`src/rtl/mips_defs.sv`:
```
// Definitions shared by the R-type decode blocks: funct codes and the
// multiply/divide operation and sequencer state types.
package mips_defs;

   localparam logic [5:0] FUNCT_ADD   = 6'b100000;
   localparam logic [5:0] FUNCT_ADDU  = 6'b100001;
   localparam logic [5:0] FUNCT_SUB   = 6'b100010;
   localparam logic [5:0] FUNCT_AND   = 6'b100100;
   localparam logic [5:0] FUNCT_OR    = 6'b100101;
   localparam logic [5:0] FUNCT_SLT   = 6'b101010;

   localparam logic [5:0] FUNCT_MFHI  = 6'b010000;
   localparam logic [5:0] FUNCT_MTHI  = 6'b010001;
   localparam logic [5:0] FUNCT_MFLO  = 6'b010010;
   localparam logic [5:0] FUNCT_MTLO  = 6'b010011;
   localparam logic [5:0] FUNCT_MULT  = 6'b011000;
   localparam logic [5:0] FUNCT_MULTU = 6'b011001;
   localparam logic [5:0] FUNCT_DIV   = 6'b011010;
   localparam logic [5:0] FUNCT_DIVU  = 6'b011011;

   // Values match funct[1:0] of MULT/MULTU/DIV/DIVU so decode is a direct cast.
   typedef enum logic [1:0] {
      MD_MUL  = 2'b00,
      MD_MULU = 2'b01,
      MD_DIV  = 2'b10,
      MD_DIVU = 2'b11
   } md_op_t;

   typedef enum logic [1:0] {
      IDLE,
      RUN,
      FIXUP
   } md_state_t;

   function automatic logic is_muldiv(input logic [5:0] funct);
      return funct[5:2] == 4'b0110;
   endfunction

   function automatic logic is_hilo_move(input logic [5:0] funct);
      return funct[5:2] == 4'b0100;
   endfunction

endpackage

```
`src/rtl/muldiv_datapath.sv`:
```
// Radix-2 multiply/divide datapath: operand magnitude prep, 2*WIDTH working
// register with shift-add / restoring shift-subtract, and final sign fixup.
module muldiv_datapath
   import mips_defs::*;
#(
   parameter int unsigned WIDTH = 32
) (
   input  logic             clk_i,
   input  logic             rst_i,
   input  logic             start_i,
   input  logic             step_i,
   input  md_op_t           op_i,
   input  logic [WIDTH-1:0] src_a_i,
   input  logic [WIDTH-1:0] src_b_i,
   output logic [WIDTH-1:0] hi_o,
   output logic [WIDTH-1:0] lo_o
);

   logic [2*WIDTH-1:0] work_q, work_d;
   logic [WIDTH-1:0]   other_q, other_d;
   md_op_t             op_q, op_d;
   logic               sign_a_q, sign_a_d;
   logic               sign_b_q, sign_b_d;
   logic               div0_q, div0_d;

   logic               signed_op, div_op, div_q;
   logic               sa, sb;
   logic [WIDTH-1:0]   mag_a, mag_b;
   logic [WIDTH-1:0]   mul_addend;
   logic [WIDTH:0]     mul_sum;
   logic [WIDTH:0]     rem_sh;
   logic [WIDTH-1:0]   rem_diff;
   logic               rem_ge;
   logic               neg_res;
   logic [2*WIDTH-1:0] product;
   logic [WIDTH-1:0]   quot_fix, rem_fix;

   assign signed_op = (op_i == MD_MUL) || (op_i == MD_DIV);
   assign div_op    = (op_i == MD_DIV) || (op_i == MD_DIVU);
   assign div_q     = (op_q == MD_DIV) || (op_q == MD_DIVU);
   assign sa        = signed_op & src_a_i[WIDTH-1];
   assign sb        = signed_op & src_b_i[WIDTH-1];
   // Unsigned WIDTH-bit magnitude holds |MIN| exactly, so no extra bit is needed.
   assign mag_a     = sa ? -src_a_i : src_a_i;
   assign mag_b     = sb ? -src_b_i : src_b_i;

   assign mul_addend = work_q[0] ? other_q : '0;
   assign mul_sum    = {1'b0, work_q[2*WIDTH-1:WIDTH]} + {1'b0, mul_addend};

   assign rem_sh   = {work_q[2*WIDTH-1:WIDTH], work_q[WIDTH-1]};
   assign rem_ge   = rem_sh >= {1'b0, other_q};
   assign rem_diff = rem_sh[WIDTH-1:0] - other_q;

   always_comb begin
      work_d   = work_q;
      other_d  = other_q;
      op_d     = op_q;
      sign_a_d = sign_a_q;
      sign_b_d = sign_b_q;
      div0_d   = div0_q;
      if (start_i) begin
         op_d     = op_i;
         sign_a_d = sa;
         sign_b_d = sb;
         div0_d   = (src_b_i == '0);
         if (div_op) begin
            work_d  = {{WIDTH{1'b0}}, mag_a};
            other_d = mag_b;
         end else begin
            work_d  = {{WIDTH{1'b0}}, mag_b};
            other_d = mag_a;
         end
      end else if (step_i) begin
         if (div_q)
            work_d = {(rem_ge ? rem_diff : rem_sh[WIDTH-1:0]), work_q[WIDTH-2:0], rem_ge};
         else
            work_d = {mul_sum, work_q[WIDTH-1:1]};
      end
   end

   always_ff @(posedge clk_i) begin
      if (!rst_i) begin
         work_q   <= '0;
         other_q  <= '0;
         op_q     <= MD_MUL;
         sign_a_q <= 1'b0;
         sign_b_q <= 1'b0;
         div0_q   <= 1'b0;
      end else begin
         work_q   <= work_d;
         other_q  <= other_d;
         op_q     <= op_d;
         sign_a_q <= sign_a_d;
         sign_b_q <= sign_b_d;
         div0_q   <= div0_d;
      end
   end

   // Divide by zero leaves quotient all ones and remainder |srcA|; the remainder
   // fixup then restores srcA, so only the quotient negation is suppressed.
   assign neg_res  = sign_a_q ^ sign_b_q;
   assign product  = neg_res ? -work_q : work_q;
   assign quot_fix = (neg_res && !div0_q) ? -work_q[WIDTH-1:0] : work_q[WIDTH-1:0];
   assign rem_fix  = sign_a_q ? -work_q[2*WIDTH-1:WIDTH] : work_q[2*WIDTH-1:WIDTH];

   assign hi_o = div_q ? rem_fix  : product[2*WIDTH-1:WIDTH];
   assign lo_o = div_q ? quot_fix : product[WIDTH-1:0];

endmodule

```
`src/rtl/muldiv_unit.sv`:
```
// HI/LO multiply/divide unit: funct decode, IDLE/RUN/FIXUP sequencer,
// iteration counter, architectural HI/LO and pipeline stall.
module muldiv_unit
   import mips_defs::*;
#(
   parameter int unsigned WIDTH = 32
) (
   input  logic             clk,
   input  logic             rst,
   input  logic             mdEn,
   input  logic [5:0]       instFunc,
   input  logic [WIDTH-1:0] srcA,
   input  logic [WIDTH-1:0] srcB,
   output logic [WIDTH-1:0] hiLoOut,
   output logic             stall,
   output logic             busy,
   output logic             done
);

   localparam int unsigned CNT_W = $clog2(WIDTH + 1);

   md_state_t        state_q, state_d;
   logic [CNT_W-1:0] cnt_q, cnt_d;
   logic [WIDTH-1:0] hi_q, hi_d;
   logic [WIDTH-1:0] lo_q, lo_d;

   logic             issue;
   logic             accept;
   logic [WIDTH-1:0] dp_hi, dp_lo;

   assign busy    = (state_q != IDLE);
   assign stall   = mdEn & busy & (is_muldiv(instFunc) | is_hilo_move(instFunc));
   assign issue   = mdEn & ~stall;
   assign accept  = issue & is_muldiv(instFunc);
   assign hiLoOut = (instFunc == FUNCT_MFHI) ? hi_q : lo_q;

   always_comb begin
      state_d = state_q;
      cnt_d   = cnt_q;
      hi_d    = hi_q;
      lo_d    = lo_q;
      done    = 1'b0;
      case (state_q)
         IDLE: begin
            if (accept) begin
               state_d = RUN;
               cnt_d   = '0;
            end
         end
         RUN: begin
            cnt_d = cnt_q + 1'b1;
            if (cnt_q == CNT_W'(WIDTH - 1))
               state_d = FIXUP;
         end
         FIXUP: begin
            done    = 1'b1;
            hi_d    = dp_hi;
            lo_d    = dp_lo;
            state_d = IDLE;
         end
         default: state_d = IDLE;
      endcase
      // Moves are stalled while busy, so they never collide with the FIXUP write.
      if (issue && instFunc == FUNCT_MTHI) hi_d = srcA;
      if (issue && instFunc == FUNCT_MTLO) lo_d = srcA;
   end

   always_ff @(posedge clk) begin
      if (!rst) begin
         state_q <= IDLE;
         cnt_q   <= '0;
         hi_q    <= '0;
         lo_q    <= '0;
      end else begin
         state_q <= state_d;
         cnt_q   <= cnt_d;
         hi_q    <= hi_d;
         lo_q    <= lo_d;
      end
   end

   muldiv_datapath #(.WIDTH(WIDTH)) u_datapath (
      .clk_i   (clk),
      .rst_i   (rst),
      .start_i (accept),
      .step_i  (state_q == RUN),
      .op_i    (md_op_t'(instFunc[1:0])),
      .src_a_i (srcA),
      .src_b_i (srcB),
      .hi_o    (dp_hi),
      .lo_o    (dp_lo)
   );

endmodule
```
`config.mk`:
```
export PLATFORM = sky130hd
export DESIGN_NAME = muldiv_unit
export DESIGN_NICKNAME = d
export VERILOG_FILES = /design/src/rtl/mips_defs.sv /design/src/rtl/muldiv_datapath.sv /design/src/rtl/muldiv_unit.sv
export SDC_FILE = /design/constraint.sdc
export NUM_CORES = 1
export LEC_CHECK = 0
export CAP_MARGIN = 25
export CORE_MARGIN = 3
export CORE_UTILIZATION = 25
export DETAILED_ROUTE_END_ITERATION = 8
export HOLD_SLACK_MARGIN = 0.15
export PLACE_DENSITY = 0.46
export SYNTH_ARGS = -nofsm -noshare
export SYNTH_HDL_FRONTEND = slang
export SYNTH_SLANG_ARGS = --single-unit
```
`constraint.sdc`:
```
create_clock -name clk -period 2.9 [get_ports clk]
set_input_delay 0.58 -clock clk [delete_from_list [all_inputs] [get_ports clk]]
set_output_delay 0.58 -clock clk [all_outputs]
set_load 0.01 [all_outputs]
```
After elaboration in Yosys (flattened, before gate mapping):

Index checks and enable logic that the tools add are counted.

* bits in registers: 173
* output and inout bits: 35

* $add $sub $neg: 8
* magnitude comparators: 1
* equal/unequal tests: 14
* mux-type cells: 25
* bitwise gates (word level): 9
* reduce and logical (&&, ||, !) cells: 17

Operators by type and width (count)
* $mux W32: 15
* $mux W64: 4
* $neg A32 Y32: 4
* $neg A64 Y64: 1
* $add A32 B32 Y33: 1
* $ge A33 B32 Y1: 1
* $logic_not A32 Y1: 1
* $sub A32 B32 Y32: 1
* $eq A6 B5 Y1 const B: 4
* $pmux W6 S2: 1
* $eq A2 B2 Y1 const B: 5
* $reduce_bool A2 Y1: 5
* $eq A4 B3 Y1 const B: 2
* $add A6 B1 Y6 const B: 1
* $and A1 B1 Y1: 6
* $mux W6: 1
* $logic_not A2 Y1: 2
* $mux W2: 2
* $ne A2 B2 Y1 const B: 2
* $pmux W2 S2: 1
* $reduce_and A2 Y1: 2
* $logic_and A1 B1 Y1: 3
* $logic_or A1 B1 Y1: 3
* $eq A2 B1 Y1 const B: 1
* 5 further kinds: 5

Logic depth before layout (Yosys ltp):

Gate-level depths: netlist (run 1).

* depth in word-level cells: 8
* depth in mapped cells: 15

Modules after synthesis:

A second synthesis (run 1) with hierarchy kept.

* cell total of the unflattened synthesis: 2039
* area total of the unflattened synthesis: 15328.5 um^2

Modules (own cells, without submodules)
* muldiv_datapath: instances 1, cells an instance 1631, area each 11668.7 um^2, sequential area each 2001.9 um^2
* muldiv_unit: instances 1, cells an instance 408, area each 3659.8 um^2, sequential area each 1441.4 um^2

Worst setup path before layout (run 1):

OpenSTA, ideal clock, no wires.

* path kind: register to register
* start: register u_datapath.work_q[0]
* end: register u_datapath.work_q[58]
* setup time: 0.074 ns
* arrival: 3.011 ns
* required time: 2.826 ns
* slack: -0.185 ns
* stages on the path, launching flop included: 15
* buffers on the path: 2
* cells stage by stage: dfxtp_1 clkbuf_1 inv_1 clkbuf_1 nor2_1 ha_1 o21ai_0 nor3_1 a21oi_1 o21ai_0 a31oi_1 o21ai_0 mux2i_1 o31a_1 o21ai_0

* longest elaborated chain between the ends: 5

RTL lines
* start, declared: RTL line muldiv_datapath.sv:19 `logic [2*WIDTH-1:0] work_q, work_d;`
* start signal, assigned: RTL line muldiv_datapath.sv:90 `work_q <= work_d;`
* $mux W32: RTL line muldiv_datapath.sv:47 `assign mul_addend = work_q[0] ? other_q : '0;`
* $add A32 B32 Y33: RTL line muldiv_datapath.sv:48 `assign mul_sum = {1'b0, work_q[2*WIDTH-1:WIDTH]} + {1'b0, mul_addend};`
* $mux W64: RTL line muldiv_datapath.sv:74 `if (div_q)`
* $mux W64: RTL line muldiv_datapath.sv:73 `end else if (step_i) begin`
* $mux W64: RTL line muldiv_datapath.sv:61 `if (start_i) begin`

Every way passes these cells. The select of a mux whose other input is x is not followed.
A chain may end at the register's enable or synchronous reset.

Worst setup path in the final report (run 1):

* start: register u_datapath.work_q[31]
* end: register u_datapath.work_q[56]

* longest elaborated chain between the ends: 5

RTL lines
* $sub A32 B32 Y32 or $ge A33 B32 Y1 (tied branches): RTL line muldiv_datapath.sv:52, muldiv_datapath.sv:51
* $mux W32 (*): RTL line muldiv_datapath.sv:75 `work_d = {(rem_ge ? rem_diff : rem_sh[WIDTH-1:0]), work_q[WIDTH-2:0], rem_ge};`
* $mux W64 (*): RTL line muldiv_datapath.sv:74
* $mux W64 (*): RTL line muldiv_datapath.sv:73
* $mux W64 (*): RTL line muldiv_datapath.sv:61

Every way passes the cells marked *; elsewhere a longest branch is shown, timed or not. The select of a mux whose other input is x is not followed.

==> results.py, run 1 <==
metrics = {
    "critical_path": {
        "worst_path_dominant_cell_family": "compound AO/OA/AOI/OAI gates",
        "critPathKind": "reg -> reg",
        "crit_path_end_kind": "flop",
        "rrSetupSlack_ns": -0.21,
        "critical_path_cell_count": 13,
        "crit_path_top_delay_cell": "sky130_fd_sc_hd__a221o_1",
        "crit_path_max_incr_delay_ns": 0.38,
        "timing.critical_path.arrival_ns": 3.50,
        "critical_path_buf_inv_count": 2,
        "worst-path-max-fanout": 3,
        "required_ns": 3.29,
        "r2r_cells": 13,
        "crit-reg2reg-launch": "u_datapath.work_q[31]",
        "cp_cell_sequence": "inv_2 > ha_4 > inv_2 > fa_2 > a21o_1 > a221o_1 > o31a_1 > a21oi_2 > o21a_2 > o311ai_4 > xnor2_1 > o211ai_1 > a32o_1",
        "cp-start-kind": "flop",
        "cpMostUsedCell": "sky130_fd_sc_hd__inv_2",
        "destination_of_the_worst_register_to_register_timing_path": "u_datapath.work_q[56]",
    },
    "logic_synthesis": {
        "post_synth_inst_count": 2055,
        "total_standard_cell_area_after_synthesis_um2": 15050,
        "synthArstFlopShare_pct": 0,
        "synth-main-ff-cell": "sky130_fd_sc_hd__dfxtp_1",
        "synth.distinct_cells": 77,
        "synth-seq-cells": 172,
        "syn_nets": 2199,
        "yosysWarnings": 0,
        "avgSynthCellArea_um2": 7.325,
        "synth_sequential_area_ratio_pct": 22.87,
        "synth_enable_flop_cells": 0,
    },
    "worst_hold_path": {
        "worstHoldPathType": "reg -> reg",
        "min_delay_worst_endpoint": "u_datapath.other_q[27]",
        "worst_hold_startpoint": "u_datapath.other_q[27]",
        "hold-path-cell-count": 2,
    },
    "sta": {
        "final.setup_skew_ns": 0.01052,
        "timing_hold_violations_final": 0,
        "max_slew.worst_pin.slew_ns": 0.9321,
        "setup-violations-final": 26,
        "timing.final.ws_setup_ns": -0.2134,
        "grt_setup_unrepaired": "true",
        "max-slew-margin-rel_pct": 37.86,
        "clock.fmax_mhz": 321.2,
        "post-route-min-period_ns": 3.113,
        "tns_ns": -1.938,
        "finalCritPeriodShare_pct": 107.4,
        "drv_slew": 0,
    },
    "power": {
        "power_leakage_uw": 0.009237,
        "powerDensity_nw_per_um2": 317.1,
        "peakVddDrop_mv": 0.3284,
    },
    "place": {
        "port_buffers": 107,
        "place_worst_setup_slack_ns": -0.8581,
        "dpl.hpwl_um": 55040,
        "place_congestion": 0.9303,
        "placed_cell_area_um2": 20130,
    },
    "layout": {
        "final_net_count": 2665,
        "multiInputGateArea_um2": 12340,
        "final_layout_size_suffix_gt1_share_pct": 32.25,
        "register_area_um2": 3480,
        "n_fill_cell": 6174,
        "postLayoutCellArea_um2": 22620,
        "syn2layout_area_growth_pct": 50.27,
        "postLayoutCoreUtil_pct": 38.18,
    },
    "clocking": {
        "h-tree-depth": 4,
        "cts_made_buffers": 17,
        "clockBufferDepth": 2,
        "cts.sinks": 172,
        "clkSlewWorstSetupHoldPaths_ns": 0.07,
        "tritoncts_clock_tree": "built",
        "clk_latency_ns": 0.50,
        "cts-root-buf": "sky130_fd_sc_hd__clkbuf_16",
    },
    "route": {
        "drt_pass1_iterations": 6,
        "num_vias": 17363,
        "dr.first_iter.drc_count": 1346,
        "drc": 0,
        "wire_length_per_cell_after_detailed_routing_um": 21.40,
        "detail-route-antenna-nets": 0,
        "detail_route.vias_per_cell": 5.250,
        "detail_route.wirelength_um": 70780,
    },
    "floorplanning": {
        "io-pin-count": 108,
        "design.core.area_um2": 59240,
        "num_rows": 89,
        "floorplan.die_area_um2": 63190,
        "die_h_um": 251.4,
        "floorplan.initialDensity_pct": 25.41,
        "die_w_um": 251.4,
    },
    "global_routing": {
        "grt_start_max_net_pins": 56,
        "grtUsageTotal_pct": 21.85,
        "grt-ovfl-total": 0,
        "grt_antenna_before_repair": 2,
        "first_global_vias": 16812,
        "global_route_wire_length_before_repair_um": 105500,
    },
    "status": {
        "status": "finished with violations",
        "violations_in_the_final_reports": "setup timing",
    },
    "flow_run": {
        "timing.max_cap.violations": 0,
    },
}
synthesized netlist by cell type, types with 31 or more instances:
cell type                  count  share of area [%]
sky130_fd_sc_hd__nand2_1     252                6.3
sky130_fd_sc_hd__clkbuf_1    119                3.0
sky130_fd_sc_hd__o21ai_0     162                5.4
sky130_fd_sc_hd__nor2_1      172                4.3
sky130_fd_sc_hd__o211ai_1     54                2.7
sky130_fd_sc_hd__xor2_1       73                4.2
sky130_fd_sc_hd__nand3_1      35                1.2
sky130_fd_sc_hd__mux2i_1      40                2.7
sky130_fd_sc_hd__nor3_1       35                1.2
sky130_fd_sc_hd__mux2_2       33                2.5
sky130_fd_sc_hd__ha_1         69                5.7
sky130_fd_sc_hd__a21boi_0     34                1.7
sky130_fd_sc_hd__nor2b_1      31                1.3
sky130_fd_sc_hd__a21oi_1     162                5.4
sky130_fd_sc_hd__dfxtp_1     172                 23
sky130_fd_sc_hd__xnor2_1      98                5.7
sky130_fd_sc_hd__inv_1        66                1.6
registers in the layout, indices dropped and copies added, names as in the netlist:
register             cells
u_datapath.sign_a_q      1
u_datapath.other_q      32
lo_q                    32
state_q                  2
u_datapath.work_q       64
u_datapath.op_q          1
u_datapath.sign_b_q      1
u_datapath.div0_q        1
hi_q                    32
cnt_q                    6
worst min-delay path, stage by stage (launching register included):
cell and delay [ns]:
sky130_fd_sc_hd__dfxtp_1 0.32, sky130_fd_sc_hd__nand3_1 0.06, sky130_fd_sc_hd__nand2_1 0.04
layer usage:
layer	wire (um)	global-route usage [%]
met1	32990	30.57
met2	31730	33.96
met3	4192	3.611
met4	1863	7.592
met5	0	0
cell families after synthesis:
logic type,after synthesis,synth area share (%)
and+or+nand+nor,683,21.59
AOI/OAI and AO/OA,672,29.06
buffers and inverters,213,5.403
DFF,172,22.87
muxes,73,5.128
adders and majority gates,71,6.001
xor gates and xnor gates,171,9.949
metrics by stage:
stage	hold WS [ns]	std cells	power [uW]
after floorplan	0.4340	2055	3303
after global placement	0.4481	3242	4245
after detailed placement	0.4475	3242	4246
after CTS	0.4599	3283	6959
after global routing	0.4910	3306	7426
final	0.4620	3307	7173
timing repair:
item / CTS / global route
endpoints found under the hold margin: 0 / 0
gates resized for setup: 216 / 215
hold buffers: 0 / 0
endpoints found under the setup margin: 107 / 114
setup buffers: 14 / 30
cloned: 1 / 0
pin swaps: 75 / 123
area by class of cell:
type	instances	area share, %
Tap cell	773	4.276
Sequential cell	172	15.38
Antenna cell	1	0.01106
Clock inverter	13	0.6582
Inverter	67	1.145
Timing Repair Buffer	593	22.03
Multi-Input combinational cell	1670	54.56
Clock buffer	18	1.941
report_power, final:
part / switching, uW / leakage, uW / internal (uW)
Combinational: 1190 / 0.00755 / 1080
Clock: 1250 / 0.000287 / 1240
Sequential: 25.6 / 0.00140 / 2390
how the worst max path moves through the flow:
stage	start	end	slack [ns]
after floorplan	u_datapath.work_q[31]	u_datapath.work_q[56]	0.01
final	u_datapath.work_q[31]	u_datapath.work_q[56]	-0.21
after detailed placement	srcB[13]	u_datapath.other_q[27]	-0.86
after global placement	srcB[13]	u_datapath.other_q[27]	-0.80
after CTS	u_datapath.work_q[31]	u_datapath.work_q[56]	-0.22
after global routing	u_datapath.work_q[31]	u_datapath.work_q[58]	-0.27
cell usage in the layout (no fill, tap or decap), types with 38 or more instances in the layout:
cell type                           n
sky130_fd_sc_hd__buf_4            441
sky130_fd_sc_hd__o211ai_1          54
sky130_fd_sc_hd__nor2_1           159
sky130_fd_sc_hd__xnor2_1           78
sky130_fd_sc_hd__mux2i_1           39
sky130_fd_sc_hd__inv_1             53
sky130_fd_sc_hd__ha_1              50
sky130_fd_sc_hd__o21ai_0          108
sky130_fd_sc_hd__o21ai_1           38
sky130_fd_sc_hd__xor2_1            59
sky130_fd_sc_hd__clkdlybuf4s50_1   71
sky130_fd_sc_hd__a21oi_1          136
sky130_fd_sc_hd__nand2_1          242
sky130_fd_sc_hd__dfxtp_1          149
No activity file was read; power rests on OpenSTA's default activity.
==> run 2: changes to the inputs <==
Settings changed: PLACE_DENSITY 0.46 to 0.45.
Clock period 2.9 ns to 3.95 ns, I/O delays scaled along.
==> run 2 against run 1 <==
Effect of this change: the run now ends clean; total power decreased by 35%; clock power shrank 26%; first-iteration DRC count shrank 7.7%; clock-buffer cell count rose by 1; worst hold slack improved by 0.0036 ns; maximum frequency is 17% lower; die area stayed put; non-clock buffer count is 383 lower; critical path type unchanged; critical endpoint is now u_datapath.work_q[58]; largest power group unchanged.
==> results.py, run 2 (synthesis gave the netlist of run 1 again) <==
metrics = {
    "place": {
        "place_congestion": 0.9198,
        "port_buffers": 107,
        "dpl.hpwl_um": 50380,
    },
    "clocking": {
        "cts_made_buffers": 17,
        "clkSlewWorstSetupHoldPaths_ns": 0.07,
        "clk_latency_ns": 0.51,
        "h-tree-depth": 4,
        "clockBufferDepth": 2,
        "cts-root-buf": "sky130_fd_sc_hd__clkbuf_16",
        "cts_hold_repair.buffers": 0,
        "postCtsSetupRepairBufs": 0,
        "post_cts.resized_instances": 0,
        "tritoncts_clock_tree": "built",
        "cts.sinks": 172,
    },
    "worst_hold_path": {
        "worst_hold_startpoint": "u_datapath.other_q[26]",
        "hold-path-cell-count": 2,
        "worstHoldPathType": "reg -> reg",
        "min_delay_worst_endpoint": "u_datapath.other_q[26]",
    },
    "critical_path": {
        "crit_path_end_kind": "flop",
        "worst-path-max-fanout": 30,
        "rrSetupSlack_ns": 0.21,
        "destination_of_the_worst_register_to_register_timing_path": "u_datapath.work_q[58]",
        "required_ns": 4.37,
        "r2r_cells": 15,
        "cp-start-kind": "flop",
        "crit-reg2reg-launch": "u_datapath.work_q[0]",
        "critPathKind": "reg -> reg",
        "timing.critical_path.arrival_ns": 4.17,
    },
    "global_routing": {
        "grt-busiest-layer": "met2",
        "global_route_wire_length_before_repair_um": 96370,
        "first_global_vias": 14595,
        "grt_antenna_before_repair": 3,
        "grt_start_max_net_pins": 82,
        "grt.met1_usage_pct": 29.56,
        "grt_use_met2_pct": 30.13,
        "grtUsageTotal_pct": 20.17,
        "grt_util_met3_pct": 3.714,
        "grt-ovfl-total": 0,
    },
    "sta": {
        "tns_ns": 0,
        "worst_hold_slack_ns": 0.4656,
        "clock.fmax_mhz": 267.1,
        "setup-violations-final": 0,
        "timing_hold_violations_final": 0,
        "final.setup_skew_ns": 0.01851,
        "grt_setup_unrepaired": "false",
        "finalCritPeriodShare_pct": 94.80,
        "post-route-min-period_ns": 3.744,
        "max-slew-margin-rel_pct": 45.35,
        "max_slew.worst_pin.slew_ns": 0.8111,
        "drv_slew": 0,
    },
    "layout": {
        "final_layout_size_suffix_gt1_share_pct": 9.252,
        "layout_commonest_cell": "sky130_fd_sc_hd__nand2_1",
        "largest_register_ffs": 64,
        "layout.cells.most_common_list": "sky130_fd_sc_hd__nand2_1 (251), sky130_fd_sc_hd__nor2_1 (172), sky130_fd_sc_hd__dfxtp_1 (171)",
        "syn2layout_area_growth_pct": 19.33,
        "final_net_count": 2282,
        "registers.top_by_ff_count": "u_datapath.work_q",
    },
    "power": {
        "powerDensity_nw_per_um2": 261.1,
        "power.total_uw": 4691,
        "power_leakage_uw": 0.006745,
        "peakVddDrop_mv": 0.3282,
    },
    "floorplanning": {
        "num_rows": 89,
        "die_w_um": 251.4,
        "die_h_um": 251.4,
        "floorplan.initialDensity_pct": 25.41,
        "io-pin-count": 108,
        "design.core.area_um2": 59240,
        "floorplan.die_area_um2": 63190,
    },
    "route": {
        "detail_route.vias_per_cell": 5.389,
        "drt_pass1_iterations": 5,
        "dr.first_iter.drc_count": 1242,
        "drc": 0,
        "detail-route-antenna-nets": 0,
        "wire_length_per_cell_after_detailed_routing_um": 22.16,
        "num_vias": 15768,
        "detail_route.wirelength_um": 64850,
    },
    "status": {
        "status": "finished clean",
    },
    "flow_run": {
        "timing.max_cap.violations": 0,
    },
}
## run 2: changes by cell type in the layout (fill, tap and decap cells not counted), sizes merged, moves of 2 or more
cell           change
clkinvlp           +2
clkdlybuf4s50     +34
inv                -3
dlygate4sd2       -30
buf              -383
clkdlybuf4s15      -2
dlymetal6s2s       -2
## run 2: worst max path at each step
stage	startpoint	to	slack, ns	depth (start not counted)
after floorplan	srcA[9]	u_datapath.other_q[28]	0.79	10
after global placement	srcB[11]	u_datapath.work_q[29]	0.26	10
after detailed placement	srcB[11]	u_datapath.other_q[29]	0.22	10
after CTS	u_datapath.work_q[0]	u_datapath.work_q[58]	0.26	15
after global routing	u_datapath.work_q[0]	u_datapath.work_q[58]	0.03	15
final	u_datapath.work_q[0]	u_datapath.work_q[58]	0.21	15
## run 2: layout make-up
cell class / count / area [um^2]
well taps: 773 / 967.2
inverters: 67 / 251.5
flip-flops and latches: 172 / 3447
repair buffers: 210 / 1864
clock buffers: 19 / 452.9
diodes: 2 / 5.005
clock inverters: 13 / 153.9
fillers: 6439 / 41280
multi-input cells: 1670 / 10820
## run 2: worst max-delay path, stage by stage, from the launching register on
cell,delay (ns)
sky130_fd_sc_hd__dfxtp_1,0.35
sky130_fd_sc_hd__inv_1,0.18
sky130_fd_sc_hd__buf_12,0.21
sky130_fd_sc_hd__nor2_1,0.07
sky130_fd_sc_hd__ha_1,0.20
sky130_fd_sc_hd__a211oi_1,0.46
sky130_fd_sc_hd__o211ai_1,0.24
sky130_fd_sc_hd__a21oi_1,0.21
sky130_fd_sc_hd__buf_4,0.18
sky130_fd_sc_hd__o21ai_0,0.12
sky130_fd_sc_hd__buf_4,0.19
sky130_fd_sc_hd__a31oi_1,0.32
sky130_fd_sc_hd__o21ai_0,0.29
sky130_fd_sc_hd__mux2i_1,0.19
sky130_fd_sc_hd__o31a_1,0.31
sky130_fd_sc_hd__o21ai_0,0.14
## run 2: report_power, final
group | leakage [uW] | internal [uW] | switching (uW)
Combinational | 0.00507 | 405 | 661
Clock | 0.000288 | 929 | 910
Sequential | 0.00139 | 1750 | 33.0
Total | 0.00674 | 3090 | 1600
## run 2: routing by layer
layer,part of all wire (%),routed length [um]
met3,6.7,4318
met2,42,27390
met1,49,31720
met5,0.019,12
met4,2.2,1403
## run 2: stage by stage
step	cells	util [%]	area [um^2]	setup WS, ns
final	2926	30.32	17960	0.2056
after global routing	2924	30.31	17960	0.03057
after CTS	2924	30.31	17960	0.2582
after detailed placement	2892	29.29	17350	0.2156
after global placement	2892	29.29	17350	0.2642
after floorplan	2055	-	15050	0.7913
